File: config.mk
export PLATFORM = sky130hd
export DESIGN_NAME = tnn_vote_argmax_flat
export DESIGN_NICKNAME = d
export VERILOG_FILES = /design/src/rtl/tnn_vote_pkg.sv /design/src/rtl/tnn_vote_argmax_if.sv /design/src/rtl/tnn_vote_counter_bank.sv /design/src/rtl/tnn_vote_argmax.sv /design/src/flat_wrapper.sv
export SDC_FILE = /design/constraint.sdc
export NUM_CORES = 1
export LEC_CHECK = 0
export CORE_MARGIN = 2
export CORE_UTILIZATION = 54
export DETAILED_ROUTE_END_ITERATION = 12
export PLACE_DENSITY = 0.78
export SLEW_MARGIN = 10
export SYNTH_ARGS = -nofsm -noshare
export SYNTH_HDL_FRONTEND = slang
export SYNTH_SLANG_ARGS = --single-unit
File: constraint.sdc
create_clock -name clk -period 3 [get_ports clk]
set_input_delay 0.45 -clock clk [delete_from_list [all_inputs] [get_ports clk]]
set_output_delay 0.45 -clock clk [all_outputs]
set_load 0.01 [all_outputs]
File: src/rtl/tnn_vote_pkg.sv
// Shared types and sizing for the ternary-NN vote/argmax block.
package tnn_vote_pkg;

    localparam int unsigned NUM_CLASSES = 7;
    localparam int unsigned CLS_W       = 3;
    localparam int unsigned CNT_W       = 5;

    typedef enum logic [1:0] {
        ACCUM = 2'd0,
        SCAN  = 2'd1,
        OUT   = 2'd2
    } vote_state_t;

    typedef logic [CNT_W-1:0] cnt_t;

endpackage

File: src/rtl/tnn_vote_argmax_if.sv
// Decision-in / result-out handshake bundle for tnn_vote_argmax.
// Optional margin output is present when TNN_VOTE_MARGIN_EN is defined.
interface tnn_vote_argmax_if;
    import tnn_vote_pkg::*;

    logic             in_valid;
    logic             in_ready;
    logic             in_bit;
    logic [CLS_W-1:0] in_class;
    logic             in_last;
    logic             out_valid;
    logic             out_ready;
    logic [CLS_W-1:0] out_class;
    cnt_t             out_votes;
    logic             err_class;
`ifdef TNN_VOTE_MARGIN_EN
    cnt_t             out_margin;
`endif

    // Upstream/downstream side driving decisions and consuming results.
    modport master (
        output in_valid, in_bit, in_class, in_last, out_ready,
        input  in_ready, out_valid, out_class, out_votes, err_class
`ifdef TNN_VOTE_MARGIN_EN
        , input out_margin
`endif
    );

    // Voting block side.
    modport slave (
        input  in_valid, in_bit, in_class, in_last, out_ready,
        output in_ready, out_valid, out_class, out_votes, err_class
`ifdef TNN_VOTE_MARGIN_EN
        , output out_margin
`endif
    );

endinterface

File: src/rtl/tnn_vote_counter_bank.sv
// Per-class saturating vote counters with synchronous clear and a read mux.
module tnn_vote_counter_bank
    import tnn_vote_pkg::*;
(
    input  logic             clk,
    input  logic             rst_n,
    input  logic             inc_en_i,
    input  logic [CLS_W-1:0] inc_cls_i,
    input  logic             clr_i,
    input  logic [CLS_W-1:0] rd_idx_i,
    output cnt_t             rd_cnt_c_o
);

    localparam cnt_t CNT_MAX = '1;

    cnt_t cnt_q [NUM_CLASSES];
    cnt_t cnt_d [NUM_CLASSES];

    // Next count: clear wins, otherwise saturating increment of the selected class.
    always_comb begin
        for (int i = 0; i < NUM_CLASSES; i++) begin
            cnt_d[i] = cnt_q[i];
            if (clr_i) begin
                cnt_d[i] = '0;
            end else if (inc_en_i && (inc_cls_i == CLS_W'(i)) && (cnt_q[i] != CNT_MAX)) begin
                cnt_d[i] = cnt_q[i] + CNT_W'(1);
            end
        end
    end

    // Counter storage.
    always_ff @(posedge clk or negedge rst_n) begin
        if (!rst_n) begin
            for (int i = 0; i < NUM_CLASSES; i++) cnt_q[i] <= '0;
        end else begin
            for (int i = 0; i < NUM_CLASSES; i++) cnt_q[i] <= cnt_d[i];
        end
    end

    // Read mux for the scan index.
    always_comb begin
        rd_cnt_c_o = '0;
        for (int i = 0; i < NUM_CLASSES; i++) begin
            if (rd_idx_i == CLS_W'(i)) rd_cnt_c_o = cnt_q[i];
        end
    end

endmodule

File: src/rtl/tnn_vote_argmax.sv
// Counts per-class 1-decisions over a frame, then scans for the winning class.
// Optional TNN_VOTE_MARGIN_EN adds a runner-up tracker and out_margin.
module tnn_vote_argmax
    import tnn_vote_pkg::*;
(
    input  logic               clk,
    input  logic               rst_n,
    tnn_vote_argmax_if.slave   bus
);

    vote_state_t      state_q, state_d;
    logic             in_ready_q, in_ready_d;
    logic             out_valid_q, out_valid_d;
    logic [CLS_W-1:0] idx_q;
    logic [CLS_W-1:0] best_cls_q;
    cnt_t             best_cnt_q;
    logic [CLS_W-1:0] out_class_q;
    cnt_t             out_votes_q;
    logic             err_class_q;

    logic             accept_c;
    logic             cls_ok_c;
    logic             last_idx_c;
    logic             handshake_c;
    logic             take_c;
    cnt_t             rd_cnt_c;
    logic [CLS_W-1:0] scan_cls_c;
    cnt_t             scan_cnt_c;

    assign accept_c    = bus.in_valid & in_ready_q;
    assign cls_ok_c    = {1'b0, bus.in_class} < (CLS_W+1)'(NUM_CLASSES);
    assign last_idx_c  = idx_q == CLS_W'(NUM_CLASSES - 1);
    assign handshake_c = out_valid_q & bus.out_ready;

    tnn_vote_counter_bank u_bank (
        .clk        (clk),
        .rst_n      (rst_n),
        .inc_en_i   (accept_c & bus.in_bit & cls_ok_c),
        .inc_cls_i  (bus.in_class),
        .clr_i      (handshake_c),
        .rd_idx_i   (idx_q),
        .rd_cnt_c_o (rd_cnt_c)
    );

    // Strictly-greater compare keeps ties on the lowest index.
    assign take_c     = rd_cnt_c > best_cnt_q;
    assign scan_cls_c = take_c ? idx_q : best_cls_q;
    assign scan_cnt_c = take_c ? rd_cnt_c : best_cnt_q;

`ifdef TNN_VOTE_MARGIN_EN
    cnt_t sec_cnt_q;
    cnt_t sec_cnt_c;
    cnt_t out_margin_q;

    // Runner-up tracker: a displaced leader or a new tie becomes second.
    always_comb begin
        sec_cnt_c = sec_cnt_q;
        if (take_c)                     sec_cnt_c = best_cnt_q;
        else if (rd_cnt_c > sec_cnt_q)  sec_cnt_c = rd_cnt_c;
    end

    // Runner-up and margin registers.
    always_ff @(posedge clk or negedge rst_n) begin
        if (!rst_n) begin
            sec_cnt_q    <= '0;
            out_margin_q <= '0;
        end else if (state_q == ACCUM) begin
            if (accept_c && bus.in_last) sec_cnt_q <= '0;
        end else if (state_q == SCAN) begin
            sec_cnt_q <= sec_cnt_c;
            if (last_idx_c) out_margin_q <= scan_cnt_c - sec_cnt_c;
        end
    end

    assign bus.out_margin = out_margin_q;
`endif

    // State register.
    always_ff @(posedge clk or negedge rst_n) begin
        if (!rst_n) state_q <= ACCUM;
        else        state_q <= state_d;
    end

    // Next-state logic.
    always_comb begin
        state_d = state_q;
        case (state_q)
            ACCUM:   if (accept_c && bus.in_last) state_d = SCAN;
            SCAN:    if (last_idx_c)              state_d = OUT;
            OUT:     if (handshake_c)             state_d = ACCUM;
            default:                              state_d = ACCUM;
        endcase
    end

    // Handshake outputs decoded from the upcoming state, then registered.
    always_comb begin
        in_ready_d  = 1'b0;
        out_valid_d = 1'b0;
        if (state_d == ACCUM) in_ready_d  = 1'b1;
        if (state_d == OUT)   out_valid_d = 1'b1;
    end

    // Handshake output registers.
    always_ff @(posedge clk or negedge rst_n) begin
        if (!rst_n) begin
            in_ready_q  <= 1'b1;
            out_valid_q <= 1'b0;
        end else begin
            in_ready_q  <= in_ready_d;
            out_valid_q <= out_valid_d;
        end
    end

    // Scan tracker, result registers and sticky bad-class flag.
    always_ff @(posedge clk or negedge rst_n) begin
        if (!rst_n) begin
            idx_q       <= '0;
            best_cls_q  <= '0;
            best_cnt_q  <= '0;
            out_class_q <= '0;
            out_votes_q <= '0;
            err_class_q <= 1'b0;
        end else begin
            case (state_q)
                ACCUM: begin
                    if (accept_c && !cls_ok_c) err_class_q <= 1'b1;
                    if (accept_c && bus.in_last) begin
                        idx_q      <= '0;
                        best_cls_q <= '0;
                        best_cnt_q <= '0;
                    end
                end
                SCAN: begin
                    idx_q      <= idx_q + CLS_W'(1);
                    best_cls_q <= scan_cls_c;
                    best_cnt_q <= scan_cnt_c;
                    if (last_idx_c) begin
                        out_class_q <= scan_cls_c;
                        out_votes_q <= scan_cnt_c;
                    end
                end
                OUT: begin
                    if (handshake_c) err_class_q <= 1'b0;
                end
                default: ;
            endcase
        end
    end

    assign bus.in_ready  = in_ready_q;
    assign bus.out_valid = out_valid_q;
    assign bus.out_class = out_class_q;
    assign bus.out_votes = out_votes_q;
    assign bus.err_class = err_class_q;

endmodule
File: src/flat_wrapper.sv
// flat-port wrapper written by rule: the top's interface ports become plain ports
module tnn_vote_argmax_flat import tnn_vote_pkg::*;
  (clk, rst_n, bus_in_valid, bus_in_bit, bus_in_class, bus_in_last, bus_out_ready, bus_in_ready, bus_out_valid, bus_out_class, bus_out_votes, bus_err_class);
  tnn_vote_argmax_if bus_i ();
  input  logic clk;
  input  logic rst_n;
  input wire logic [$bits(bus_i.in_valid)-1:0] bus_in_valid;
  input wire logic [$bits(bus_i.in_bit)-1:0] bus_in_bit;
  input wire logic [$bits(bus_i.in_class)-1:0] bus_in_class;
  input wire logic [$bits(bus_i.in_last)-1:0] bus_in_last;
  input wire logic [$bits(bus_i.out_ready)-1:0] bus_out_ready;
  output wire logic [$bits(bus_i.in_ready)-1:0] bus_in_ready;
  output wire logic [$bits(bus_i.out_valid)-1:0] bus_out_valid;
  output wire logic [$bits(bus_i.out_class)-1:0] bus_out_class;
  output wire logic [$bits(bus_i.out_votes)-1:0] bus_out_votes;
  output wire logic [$bits(bus_i.err_class)-1:0] bus_err_class;
  assign bus_i.in_valid = bus_in_valid;
  assign bus_i.in_bit = bus_in_bit;
  assign bus_i.in_class = bus_in_class;
  assign bus_i.in_last = bus_in_last;
  assign bus_i.out_ready = bus_out_ready;
  assign bus_in_ready = bus_i.in_ready;
  assign bus_out_valid = bus_i.out_valid;
  assign bus_out_class = bus_i.out_class;
  assign bus_out_votes = bus_i.out_votes;
  assign bus_err_class = bus_i.err_class;
  tnn_vote_argmax u_core (.clk(clk), .rst_n(rst_n), .bus(bus_i));
endmodule
==> reports/qor.yml, run 1 <==
routing:
  num_vias: 2694
  viasPerCell: 5.87
  drcViolationCount: 0
  wl_mm: 7.34
  wl_per_cell_um: 16.0
  dr.pass1.iters: 4
  ant_nets: 0
  drt_iter0_drc: 95
floorplan:
  fp.dieH_um: 83.2
  die_area_mm2: 0.00692
  initial_utilization_pct: 56.5
  num_rows: 28
  fp.dieW_um: 83.2
  core_area_mm2: 0.00599
  io_pins: 20
clocking:
  clk_path_buf_depth: 2
  cts_max_level: 3
  cts_root_buf: "clkbuf_8"
  cts.sinks: 59
  ctsHoldBuffers: 0
  clk_pin_slew_ns: 0.07
  cts_tree: "yes"
  insertion_delay_ns: 0.34
  cts_buffers: 9
sta:
  holdWs_ns: 0.212
  timing.setup.tns_ns: 0
  fmax_mhz: 348
  slew_violations: 0
  setup_viol_count_final: 0
  fin_crit_sh_pct: 95.8
  skew_ns: 0.00634
  hold_viol_final: 0
  setup_slack_ns: 0.126
  relSlewSlack_pct: 43.8
  worst_pin_slew_ns: 0.844
  min_period_ns: 2.87
final_layout:
  area_growth_pct: 20.8
  layout-drive-gt1-share_pct: 15.9
  design_area_mm2: 0.00409
  nFillCells: 464
  multi_input_area_mm2: 0.00187
  nNetsFinal: 412
  n_antenna_cell: 0
  seq_area_mm2: 0.00148
synthesis:
  synth_common_cells: "dfrtp_1, nor2_1, nand2_1, ha_1, inv_1"
  netlist.area_leader.share_pct: 42.9
  synthArstFlopShare_pct: 100
  synth_edf_count: 0
  ys_types: 44
  ys_warn_count: 0
  synth-seq-cells: 59
  syn_inst: 342
  synth_ff_type: "dfrtp_1"
  yosysMostFrequentCell: "dfrtp_1"
  syn_area_per_cell_um2: 9.90
  seq_area_frac_synth_pct: 43.6
  yosysTopAreaCell: "dfrtp_1"
  synth_area_mm2: 0.00339
  syn_nets: 375
  synthTopCellsByArea: "dfrtp_1, ha_1, nor2_1"
worst_setup_path:
  cp-end-kind: "register"
  max_stage_delay_ns: 0.45
  crit_slowest_cell: "dfrtp_2"
  start_kind: "register"
  crit_type: "register to register"
  crit_chain: "inv_1, ha_2, nand3b_1, o2bb2ai_2, nand2_1, a21o_1, ha_2, nand3_1, o22a_1, o21ai_4, nor2_1, buf_4, a22o_1"
  critPathMaxFanout: 6
  required_ns: 3.22
  crit_buf_inv: 2
  crit_top_cell: "ha_2"
  critPathTopFamily: "compound AO/OA/AOI/OAI gates"
  worstPathArrival_ns: 3.09
pwr:
  vdd_ir_drop_max_mv: 0.648
  power_density_mw_per_mm2: 1060
  p_leak_nw: 1.88
  p_total_w: 0.00432
hold_path:
  holdCritPathClass: "primary input to async pin"
global_route:
  gr-total-overflow: 0
  grt_pass1_wl_mm: 12.2
  antenna_found_initial: 0
  grt_start_max_net_pins: 38
  grt_pass1_vias: 2573
  track_usage_pct: 22.0
run:
  max_cap_violations: 0
place:
  placedInstanceArea_mm2: 0.00374
  place_ws_ns: 0.112
  io_buffer_count: 19
  place_congestion: 0.893
  dp_hpwl_mm: 5.27
run_status:
  outcome: "finished clean"
repair_timing:
item / 4_1_cts / 5_1_grt
endpoints found under the setup margin: 0 / 13
gates resized for setup: 0 / 20
setup buffers: 0 / 1
flip-flops by register name, summed over array words and instances (netlist names):
name,cells
u_core.bus.err_class,1
u_core.best_cls_q,3
u_core.bus.out_class,3
u_core.bus.out_votes,5
u_core.idx_q,3
u_core.state_q,2
u_core.bus.out_valid,1
u_core.u_bank.cnt_q,35
u_core.bus.in_ready,1
u_core.best_cnt_q,5
final timing paths:
| path | from | to | slack, ns | cells after the start |
|---|---|---|---|---|
| worst max-delay path | u_core.idx_q[1] | u_core.best_cnt_q[3] | 0.13 | 13 |
| worst min-delay path | rst_n | u_core.u_bank.cnt_q[27] | 0.21 | 1 |
| worst max register to register | u_core.idx_q[1] | u_core.best_cnt_q[3] | 0.13 | 13 |
| worst min register to register | u_core.bus.out_class[0] | u_core.bus.out_class[0] | 0.49 | 2 |
| max in group asynchronous | rst_n | u_core.u_bank.cnt_q[2] | 2.07 | 2 |
| min in group clk | u_core.bus.out_class[0] | u_core.bus.out_class[0] | 0.49 | 2 |
logic make-up after synthesis:
| logic type | after synthesis | synth area share (%) |
|---|---|---|
| simple gates | 132 | 21.5 |
| compound gates | 61 | 12.5 |
| flops | 59 | 43.6 |
| buf+inv | 29 | 3.36 |
| fa+ha+maj | 24 | 8.87 |
| xor+xnor | 21 | 5.43 |
| mux | 16 | 4.73 |
cell usage in the layout (no fill, tap or decap), drive strengths merged, types with 2 or more instances in the layout:
cell type,Yosys,layout
dfrtp,58,58
nor2,52,52
nand2,32,32
ha,24,24
inv,19,19
clkdlybuf4s50,0,18
buf,4,18
mux2i,16,16
a21oi,15,15
xnor2,11,11
xor2,10,10
o21ai,10,10
clkbuf,6,9
and3,8,8
a22o,8,8
nand4,8,8
nor4,7,7
nand3b,6,6
nor3,6,6
a2bb2oi,4,4
a221oi,4,4
o22ai,4,4
nand2b,4,4
bufinv,0,4
a311oi,3,3
a21o,3,3
nor2b,2,2
and2,2,2
nand3,2,2
a31oi,2,2
clkinvlp,0,2
o2bb2ai,2,2
or2,2,2
power by group:
part / switching [W] / internal [W] / leakage [nW]
clock network: 0.000324 / 0.000634 / 0.125
registers: 0.000216 / 0.00102 / 0.784
logic: 0.00112 / 0.00100 / 0.974
total: 0.00166 / 0.00266 / 1.88
stage by stage:
step | std cells | util [%]
finish | 459 | 68.3
global placement | 441 | 62.4
global route | 459 | 68.3
detailed placement | 441 | 62.4
floorplan | 342 | -
CTS | 457 | 66.8
final cells by class:
class	count	area share (%)
Clock inverter	7	3.43
Clock buffer	9	3.03
Timing Repair Buffer	36	7.77
Tap cell	75	2.29
Sequential cell	59	36.1
Multi-Input combinational cell	254	45.6
Inverter	19	1.74
metal layers:
| layer | track usage (%) | wire length (um) |
|---|---|---|
| met1 | 30.9 | 3460 |
| met2 | 33.1 | 3370 |
| met3 | 5.57 | 391 |
| met4 | 7.75 | 114 |
| met5 | 0 | 0 |
Power figures use the tool's default switching activity.
==> run 2: changes to the inputs <==
PLACE_DENSITY = 0.8   (was 0.78)
==> run 2 against run 1 <==
  * Cell count did not move
  * Clock-buffer cell count grew 2
  * Setup slack got worse by 0.0056 ns
  * Clock power is 25% lower
  * Routed wire length increased by 4.6%
  * Maximum frequency is 0.19% lower
  * Critical path depth unchanged
  * Utilization is 1.2 points lower
  * First-iteration DRC count is 80% higher
  * Largest cell class unchanged
  * Cell area is 1.7% lower
  * Die area stayed put
  * Sequential cell count is the same
==> reports/qor.yml, run 2 (synthesis results as in run 1) <==
sta:
  rsz0062_at_grt: "true"
  fin_crit_sh_pct: 96.0
  fmax_mhz: 347
  relSlewSlack_pct: 31.7
  setup_slack_ns: 0.121
  worst_pin_slew_ns: 1.03
  skew_ns: 0.00937
  timing.setup.tns_ns: 0
  slew_violations: 0
  setup_viol_count_final: 0
  hold_viol_final: 0
  min_period_ns: 2.88
final_layout:
  nNetsFinal: 412
  layout_commonest_cell: "dfrtp_1"
  utilization_pct: 67.1
  finalNonFillerCells: 459
  area_growth_pct: 18.7
  largest_reg_flops: 35
  n_antenna_cell: 0
  layout-drive-gt1-share_pct: 15.4
  layout_common_cells: "dfrtp_1, nor2_1, nand2_1"
  nFillCells: 458
  regMostFlops: "u_core.u_bank.cnt_q"
worst_setup_path:
  crit_type: "register to register"
  start_kind: "register"
  critPathMaxFanout: 4
  worstPathArrival_ns: 3.11
  required_ns: 3.23
  cp-end-kind: "register"
clocking:
  insertion_delay_ns: 0.35
  cts_max_level: 3
  clk_path_buf_depth: 2
  cts_root_buf: "clkbuf_8"
  cts_tree: "yes"
  cts_buffers: 9
  clk_pin_slew_ns: 0.07
  cts.sinks: 59
floorplan:
  io_pins: 20
  die_area_mm2: 0.00692
  fp.dieW_um: 83.2
  core_area_mm2: 0.00599
  num_rows: 28
  initial_utilization_pct: 56.5
  fp.dieH_um: 83.2
routing:
  drcViolationCount: 0
  wl_per_cell_um: 16.7
  dr.pass1.iters: 4
  drt_iter0_drc: 171
  ant_nets: 0
  num_vias: 2726
  wl_mm: 7.68
  viasPerCell: 5.94
global_route:
  track_usage_pct: 23.3
  grt_start_max_net_pins: 46
  antenna_found_initial: 0
  grt_pass1_wl_mm: 12.7
  gr-total-overflow: 0
  grt_pass1_vias: 2629
run_status:
  outcome: "finished clean"
run:
  max_cap_violations: 0
pwr:
  p_total_w: 0.00404
  p_leak_nw: 1.86
  vdd_ir_drop_max_mv: 0.614
  power_density_mw_per_mm2: 1000
place:
  place_congestion: 0.924
  placedCellCount: 441
  dp_hpwl_mm: 5.45
  place_ws_ns: 0.0551
  io_buffer_count: 19
hold_path:
  holdCritPathClass: "primary input to async pin"
-- run 2: cell types whose count changed in the layout (fill, tap and decap cells not counted), sizes merged --
cell / before / now
bufinv: 4 / 1
clkbuf: 9 / 11
clkinvlp: 2 / 1
clkinv: 1 / 3
-- run 2: final timing paths --
kind	start	end	slack [ns]	cells past startpoint
setup / recovery	u_core.idx_q[0]	u_core.best_cnt_q[0]	0.12	13
max in group asynchronous	rst_n	u_core.bus.in_ready	1.96	2
min in group clk	u_core.bus.out_class[1]	u_core.bus.out_class[1]	0.49	2
hold / removal	rst_n	u_core.u_bank.cnt_q[22]	0.29	1
setup reg to reg	u_core.idx_q[0]	u_core.best_cnt_q[0]	0.12	13
hold reg to reg	u_core.bus.out_class[1]	u_core.bus.out_class[1]	0.49	2
-- run 2: what timing repair did --
item	in CTS	in global routing
resized for setup	0	15
endpoints found under the setup margin	0	13
hold buffers	0	0
buffers inserted	0	2
-- run 2: per-layer routing --
layer  part of all wire (%)  global-route usage [%]  vias up
met1                     44                    31.2     1353
met4                    2.4                    12.7        0
li1                       -                       -     1275
met5                      0                       0        -
met2                     49                    36.0       84
met3                    4.9                    3.88       14
-- run 2: critical path: stages, from the launching register on --
cell,delay [ns]
dfrtp_1,0.43
ha_1,0.26
nand3b_1,0.26
buf_4,0.19
a2bb2oi_1,0.14
o22ai_1,0.19
nand2_1,0.10
ha_1,0.31
nand2b_1,0.10
a21oi_1,0.08
o21ai_2,0.21
nor2_1,0.09
buf_4,0.17
a22o_1,0.23
-- run 2: power by group --
group / internal [W] / total (W) / switching [W] / leakage [nW]
combinational: 0.000957 / 0.00208 / 0.00113 / 0.975
clock: 0.000402 / 0.000721 / 0.000320 / 0.0991
sequential: 0.00102 / 0.00124 / 0.000215 / 0.784
total: 0.00238 / 0.00404 / 0.00166 / 1.86
-- run 2: final cells by class --
class | instances | area (um^2) | share of cell area, %
flip-flops and latches | 59 | 1480 | 36.8
inverters | 19 | 71.3 | 1.77
well taps | 75 | 93.8 | 2.33
clock buffers | 11 | 141 | 3.52
clock inverters | 5 | 52.6 | 1.31
repair buffers | 36 | 317 | 7.87
multi-input cells | 254 | 1870 | 46.4
-- run 2: through the flow --
stage	hold slack, ns	instance area [um^2]
2_1_floorplan	0.154	3390
3_3_place_gp	0.464	3740
6_report	0.285	4020
4_1_cts	0.321	3930
3_5_place_dp	0.481	3740
5_1_grt	0.366	4020
